==> config.mk <==
export PLATFORM = sky130hd
export DESIGN_NAME = shot_sequencer
export DESIGN_NICKNAME = d
export VERILOG_FILES = /design/src/rtl/shot_sequencer.sv
export SDC_FILE = /design/constraint.sdc
export NUM_CORES = 1
export LEC_CHECK = 0
export CAP_MARGIN = 30
export CORE_AREA = 2 2 94 141
export CTS_BUF_LIST = sky130_fd_sc_hd__clkbuf_16
export DETAILED_ROUTE_END_ITERATION = 12
export DIE_AREA = 0 0 96 143
export PLACE_DENSITY = 0.79
export SLEW_MARGIN = 40
export SYNTH_ARGS = -nofsm -noshare
export SYNTH_HDL_FRONTEND = slang
export SYNTH_SLANG_ARGS = --single-unit
==> constraint.sdc <==
create_clock -name CLK100MHZ -period 3.1 [get_ports CLK100MHZ]
set_input_delay 0.62 -clock CLK100MHZ [delete_from_list [all_inputs] [get_ports CLK100MHZ]]
set_output_delay 0.62 -clock CLK100MHZ [all_outputs]
set_load 0.1 [all_outputs]
==> src/rtl/shot_sequencer.sv <==
// Game-flow controller for one shot: aim, launch, flight and result.
// Also runs the shot clock and keeps the made and attempt counters for display.
module shot_sequencer #(
    parameter int unsigned CLK_HZ            = 100_000_000,
    parameter int unsigned SHOT_SECS         = 24,
    parameter int unsigned DEBOUNCE_CYC      = 1_000_000,
    parameter int unsigned HOOP_X_MIN        = 560,
    parameter int unsigned HOOP_X_MAX        = 600,
    parameter int unsigned HOOP_Y_MIN        = 140,
    parameter int unsigned HOOP_Y_MAX        = 160,
    parameter int unsigned FLOOR_Y           = 470,
    parameter int unsigned SCREEN_W          = 640,
    parameter int unsigned MAX_FLIGHT_FRAMES = 300,
    parameter int unsigned HOLD_FRAMES       = 60
) (
    input  logic        CLK100MHZ,
    input  logic        rst_n,
    input  logic        btn_shoot,
    input  logic        frame_tick,
    input  logic [15:0] ax_in,
    input  logic [15:0] ay_in,
    input  logic [9:0]  ball_x,
    input  logic [9:0]  ball_y,
    output logic        kin_rst,
    output logic        kin_launch,
    output logic [15:0] ax_lat,
    output logic [15:0] ay_lat,
    output logic [2:0]  state,
    output logic [1:0]  result,
    output logic [4:0]  shot_clk,
    output logic [6:0]  score,
    output logic [6:0]  shots
);

    localparam int unsigned PRESC_W = (CLK_HZ > 1) ? $clog2(CLK_HZ) : 1;
    localparam int unsigned DB_W    = (DEBOUNCE_CYC > 1) ? $clog2(DEBOUNCE_CYC) : 1;
    localparam int unsigned FRM_MAX = (MAX_FLIGHT_FRAMES > HOLD_FRAMES) ? MAX_FLIGHT_FRAMES : HOLD_FRAMES;
    localparam int unsigned FRM_W   = $clog2(FRM_MAX + 1);
    localparam logic [6:0]  CNT_SAT = 7'd99;

    typedef enum logic [2:0] {
        ST_IDLE   = 3'd0,
        ST_AIM    = 3'd1,
        ST_FLIGHT = 3'd2,
        ST_RESULT = 3'd3,
        ST_VIOL   = 3'd4
    } state_t;

    localparam logic [1:0] RES_NONE = 2'd0;
    localparam logic [1:0] RES_MADE = 2'd1;
    localparam logic [1:0] RES_MISS = 2'd2;
    localparam logic [1:0] RES_VIOL = 2'd3;

    logic               r_btn_meta;
    logic               r_btn_sync;
    logic               r_db_level;
    logic               r_db_level_d;
    logic [DB_W-1:0]    r_db_cnt;
    logic               w_shoot_evt;

    state_t             r_state;
    state_t             w_state_nxt;
    logic               r_kin_rst;
    logic               w_kin_rst_nxt;
    logic               r_kin_launch;
    logic               w_kin_launch_nxt;
    logic [15:0]        r_ax_lat;
    logic [15:0]        w_ax_lat_nxt;
    logic [15:0]        r_ay_lat;
    logic [15:0]        w_ay_lat_nxt;
    logic [1:0]         r_result;
    logic [1:0]         w_result_nxt;
    logic [4:0]         r_shot_clk;
    logic [4:0]         w_shot_clk_nxt;
    logic [6:0]         r_score;
    logic [6:0]         w_score_nxt;
    logic [6:0]         r_shots;
    logic [6:0]         w_shots_nxt;
    logic [PRESC_W-1:0] r_presc;
    logic [PRESC_W-1:0] w_presc_nxt;
    logic [FRM_W-1:0]   r_frame_cnt;
    logic [FRM_W-1:0]   w_frame_nxt;
    logic [FRM_W-1:0]   w_frame_inc;

    logic               w_in_hoop;
    logic               w_on_floor;
    logic               w_out_bounds;

    // Button synchronizer and level debouncer; the counter tracks consecutive disagreeing samples.
    always_ff @(posedge CLK100MHZ or negedge rst_n) begin
        if (!rst_n) begin
            r_btn_meta   <= 1'b0;
            r_btn_sync   <= 1'b0;
            r_db_level   <= 1'b0;
            r_db_level_d <= 1'b0;
            r_db_cnt     <= '0;
        end else begin
            r_btn_meta   <= btn_shoot;
            r_btn_sync   <= r_btn_meta;
            r_db_level_d <= r_db_level;
            if (r_btn_sync == r_db_level) begin
                r_db_cnt <= '0;
            end else if (r_db_cnt == DB_W'(DEBOUNCE_CYC - 1)) begin
                r_db_level <= r_btn_sync;
                r_db_cnt   <= '0;
            end else begin
                r_db_cnt <= r_db_cnt + DB_W'(1);
            end
        end
    end

    assign w_shoot_evt = r_db_level & ~r_db_level_d;

    assign w_in_hoop    = (ball_x >= 10'(HOOP_X_MIN)) && (ball_x <= 10'(HOOP_X_MAX)) &&
                          (ball_y >= 10'(HOOP_Y_MIN)) && (ball_y <= 10'(HOOP_Y_MAX));
    assign w_on_floor   = (ball_y >= 10'(FLOOR_Y));
    assign w_out_bounds = (ball_x >= 10'(SCREEN_W - 1)) || (ball_x == 10'd0);
    assign w_frame_inc  = r_frame_cnt + FRM_W'(1);

    // Next-state and next-output logic; every register below is loaded from here.
    always_comb begin
        w_state_nxt      = r_state;
        w_kin_launch_nxt = 1'b0;
        w_ax_lat_nxt     = r_ax_lat;
        w_ay_lat_nxt     = r_ay_lat;
        w_result_nxt     = r_result;
        w_shot_clk_nxt   = r_shot_clk;
        w_score_nxt      = r_score;
        w_shots_nxt      = r_shots;
        w_presc_nxt      = r_presc;
        w_frame_nxt      = r_frame_cnt;

        case (r_state)
            ST_IDLE: begin
                w_state_nxt = ST_AIM;
            end
            ST_AIM: begin
                w_ax_lat_nxt = ax_in;
                w_ay_lat_nxt = ay_in;
                // A shot on the same edge as the final shot-clock tick takes precedence.
                if (w_shoot_evt) begin
                    w_state_nxt      = ST_FLIGHT;
                    w_kin_launch_nxt = 1'b1;
                    w_shots_nxt      = (r_shots < CNT_SAT) ? r_shots + 7'd1 : r_shots;
                end else if (r_shot_clk == 5'd0) begin
                    w_state_nxt  = ST_VIOL;
                    w_result_nxt = RES_VIOL;
                end else if (r_presc == PRESC_W'(CLK_HZ - 1)) begin
                    w_presc_nxt    = '0;
                    w_shot_clk_nxt = r_shot_clk - 5'd1;
                    if (r_shot_clk == 5'd1) begin
                        w_state_nxt  = ST_VIOL;
                        w_result_nxt = RES_VIOL;
                    end
                end else begin
                    w_presc_nxt = r_presc + PRESC_W'(1);
                end
            end
            ST_FLIGHT: begin
                if (frame_tick) begin
                    w_frame_nxt = w_frame_inc;
                    if (w_in_hoop) begin
                        w_state_nxt  = ST_RESULT;
                        w_result_nxt = RES_MADE;
                        w_score_nxt  = (r_score < CNT_SAT) ? r_score + 7'd1 : r_score;
                    end else if (w_on_floor || w_out_bounds ||
                                 (w_frame_inc >= FRM_W'(MAX_FLIGHT_FRAMES))) begin
                        w_state_nxt  = ST_RESULT;
                        w_result_nxt = RES_MISS;
                    end
                end
            end
            ST_RESULT, ST_VIOL: begin
                if (frame_tick) begin
                    w_frame_nxt = w_frame_inc;
                    if (w_frame_inc >= FRM_W'(HOLD_FRAMES)) begin
                        w_state_nxt    = ST_AIM;
                        w_result_nxt   = RES_NONE;
                        w_shot_clk_nxt = 5'(SHOT_SECS);
                        w_presc_nxt    = '0;
                    end
                end
            end
            default: begin
                w_state_nxt = ST_IDLE;
            end
        endcase

        if (w_state_nxt != r_state) begin
            w_frame_nxt = '0;
        end
        w_kin_rst_nxt = (w_state_nxt != ST_FLIGHT);
    end

    always_ff @(posedge CLK100MHZ or negedge rst_n) begin
        if (!rst_n) begin
            r_state      <= ST_IDLE;
            r_kin_rst    <= 1'b1;
            r_kin_launch <= 1'b0;
            r_ax_lat     <= '0;
            r_ay_lat     <= '0;
            r_result     <= RES_NONE;
            r_shot_clk   <= 5'(SHOT_SECS);
            r_score      <= '0;
            r_shots      <= '0;
            r_presc      <= '0;
            r_frame_cnt  <= '0;
        end else begin
            r_state      <= w_state_nxt;
            r_kin_rst    <= w_kin_rst_nxt;
            r_kin_launch <= w_kin_launch_nxt;
            r_ax_lat     <= w_ax_lat_nxt;
            r_ay_lat     <= w_ay_lat_nxt;
            r_result     <= w_result_nxt;
            r_shot_clk   <= w_shot_clk_nxt;
            r_score      <= w_score_nxt;
            r_shots      <= w_shots_nxt;
            r_presc      <= w_presc_nxt;
            r_frame_cnt  <= w_frame_nxt;
        end
    end

    assign state      = r_state;
    assign kin_rst    = r_kin_rst;
    assign kin_launch = r_kin_launch;
    assign ax_lat     = r_ax_lat;
    assign ay_lat     = r_ay_lat;
    assign result     = r_result;
    assign shot_clk   = r_shot_clk;
    assign score      = r_score;
    assign shots      = r_shots;

endmodule
==> impl_metrics.ini <==
[synth]
ys.flop_type = dfrtp_1
syn_inst = 599
yosys_warnings = 0
yosys-top-cells-count = dfrtp_1, nor2_1, nand2_1
seq_area_frac_synth_pct = 48.6
yosysTopAreaCell = dfrtp_1
async_flop_share_pct = 100
syn_avg_cell_area_um2 = 10.2
synth_area_um2 = 6080
synth_edf_count = 0
synth_nets = 663
synth.distinct_cells = 68
synth_area_leaders = dfrtp_1, mux2_2, nor2_1
synth_top_area_share_pct = 47.3
synth.most_common_cell = dfrtp_1
ys_ff_latch = 118

[sta]
setup_violations = 0
holdWs_ns = 0.245
finalHoldViolCount = 0
tightest_slew_ns = 0.769
fmax_ghz = 0.356
finalCritPeriodShare_pct = 90.6
relSlewSlack_pct = 48.4
finClkSkew_ns = 0.0105
tns_ns = 0
grt_setup_unrepaired = false
period_needed_ns = 2.81
final-max-slew-violation-count = 0

[routing]
drc = 0
postRouteAntennaNets = 0
dr.pass1.iters = 6
num_vias = 5257
wl_per_cell_um = 16.6
finalWirelength_mm = 14.9
via_per_inst = 5.85
first_iter_violations = 289

[global_routing]
overflow = 0
grt_pass1_wl_mm = 24.6
grt_usage_pct = 22.9
antenna_found_initial = 0
grt_max_degree = 69
grt_pass1_vias = 5409

[critical_path]
end_kind = flip-flop
crit_top_cell = buf_4
arrival_ns = 3.15
path_buf_inv = 2
slowest_delay_ns = 0.52
cpMaxStageDelayCell = or4b_1
crit_required_ns = 3.44
crit_type = flip-flop to flip-flop
cp_top_family = compound AO/OA/AOI/OAI gates
start_kind = flip-flop
path_cells = ha_1 -> buf_4 -> and4b_1 -> o31a_1 -> o21ai_0 -> a31oi_1 -> or4b_1 -> buf_4 -> a21oi_2
critPathMaxFanout = 11

[layout]
fin_area_um2 = 7930
final_layout_size_suffix_gt1_share_pct = 23.5
insertedDiodeCount = 0
finalNetCount = 793
area_growth_pct = 30.4

[clocking]
cts_buffers = 17
clkTransAtPathRegs_ns = 0.06
htree_levels = 4
cts_num_sinks = 118
cts-hold-fix-buffers = 0
cts_setup_buffers = 0
cts_resized = 0
clk_path_buf_depth = 2
cts_tree = yes
clk_latency_ns = 0.42
cts_root_buffer = clkbuf_16

[floorplanning]
die_x_um = 96
dieArea_um2 = 13700
num_io_pins = 114
rows = 50
dieHeight_um = 143
start_util_pct = 48.9
core-area_um2 = 12400

[placement]
io_buffers = 113
dp_hpwl_mm = 10.5
place_area_um2 = 7340
routabilityCongestion = 0.906

[run_status]
outcome = finished clean

[power_and_ir_drop]
power_switching_w = 0.000983
p_comb_share_pct = 9.3
ir_drop_uv = 363
p_leak_nw = 3.42
power.density_nw_per_um2 = 486
swShare_pct = 25.5
p_int_w = 0.00287
pwr-share-seq_pct = 41.1
clkPwrFrac_pct = 49.6
totalPowerFinal_w = 0.00385

[worst_hold_path]
holdCritPathClass = primary input to async pin

[run]
maxCapViolations = 0
-- worst register-to-register path, delay by kind of cell, from the launching register on --
| family | cells | cell delay [ns] |
|---|---|---|
| AO/OA/AOI/OAI | 4 | 0.92 |
| adder cells (fa/ha/maj) | 1 | 0.25 |
| buffers and inverters | 2 | 0.39 |
| flip-flops | 1 | 0.44 |
| AND/OR/NAND/NOR | 2 | 0.73 |
-- worst paths after layout --
kind | startpoint | to | slack (ns) | cells past startpoint
hold / removal | rst_n | r_presc[3] | 0.25 | 1
setup reg to reg | r_frame_cnt[0] | r_frame_cnt[3] | 0.29 | 9
hold reg to reg | r_btn_meta | r_btn_sync | 0.35 | 0
setup / recovery | r_frame_cnt[0] | r_frame_cnt[3] | 0.29 | 9
max in group asynchronous | rst_n | r_db_cnt[13] | 2.06 | 2
min in group CLK100MHZ | r_btn_meta | r_btn_sync | 0.35 | 0
-- final cells by class --
class                           count  area (um2)
Fill cell                         986        4520
Multi-Input combinational cell    448        3000
Sequential cell                   118        2960
Timing Repair Buffer              135        1160
Clock buffer                       17         425
Tap cell                          156         195
Clock inverter                     15         155
Inverter                            9        33.8
-- registers in the layout, summed over array words and instances, names as in the netlist --
register / cells
shot_clk: 5
kin_rst: 1
kin_launch: 1
shots: 7
r_frame_cnt: 9
r_btn_sync: 1
r_presc: 27
result: 2
ax_lat: 16
r_db_level_d: 1
score: 7
r_db_cnt: 20
state: 3
ay_lat: 16
r_btn_meta: 1
r_db_level: 1
-- through the flow --
| step | util (%) | setup WS (ns) | cells |
|---|---|---|---|
| 6_report | 63.7 | 0.290 | 898 |
| 5_1_grt | 63.7 | 0.0479 | 898 |
| 4_1_cts | 63.6 | 0.283 | 898 |
| 3_5_place_dp | 59.0 | -0.100 | 866 |
| 3_3_place_gp | 59.0 | -0.0520 | 866 |
| 2_1_floorplan | - | 0.402 | 599 |
-- cell usage in the layout, fill, tap and decap left out, types with 6 or more instances in the layout --
cell	count
a31oi_1	9
mux2_2	37
nand4_1	21
and3_1	17
nor2_1	58
ha_1	8
clkbuf_16	17
nor4_1	9
nor3_1	6
nand3_1	22
buf_4	80
inv_1	9
and4_1	6
o21ai_0	44
nand2_1	46
dfrtp_1	115
nand2b_1	10
o31ai_1	7
clkdlybuf4s50_1	54
a21oi_1	16
a21oi_2	9
xnor2_1	20
xor2_1	18
and2_1	7
-- power groups by stage --
stage	registers, W	logic [W]	clock network (W)
after detailed placement	0.00161	0.000360	0
final	0.00158	0.000358	0.00191
after global routing	0.00159	0.000375	0.00202
after CTS	0.00158	0.000362	0.00195
after global placement	0.00161	0.000353	0
after floorplan	0.00176	0.0000373	0
-- layer usage --
layer / global-route usage [%] / wire (um)
met4: 11.3 / 380
met3: 4.96 / 702
met5: 0 / 0
met2: 41.0 / 8200
met1: 25.0 / 5660
-- logic make-up after synthesis --
| kind of cell | Yosys count | share of synthesized area (%) |
|---|---|---|
| flip-flops | 118 | 48.6 |
| AND/OR/NAND/NOR | 242 | 21.9 |
| buffers and inverters | 33 | 2.30 |
| XOR/XNOR | 38 | 5.47 |
| adder cells (fa/ha/maj) | 8 | 1.65 |
| multiplexers | 38 | 7.02 |
| AO/OA/AOI/OAI | 122 | 13.1 |
No activity file was read; power rests on OpenSTA's default activity.
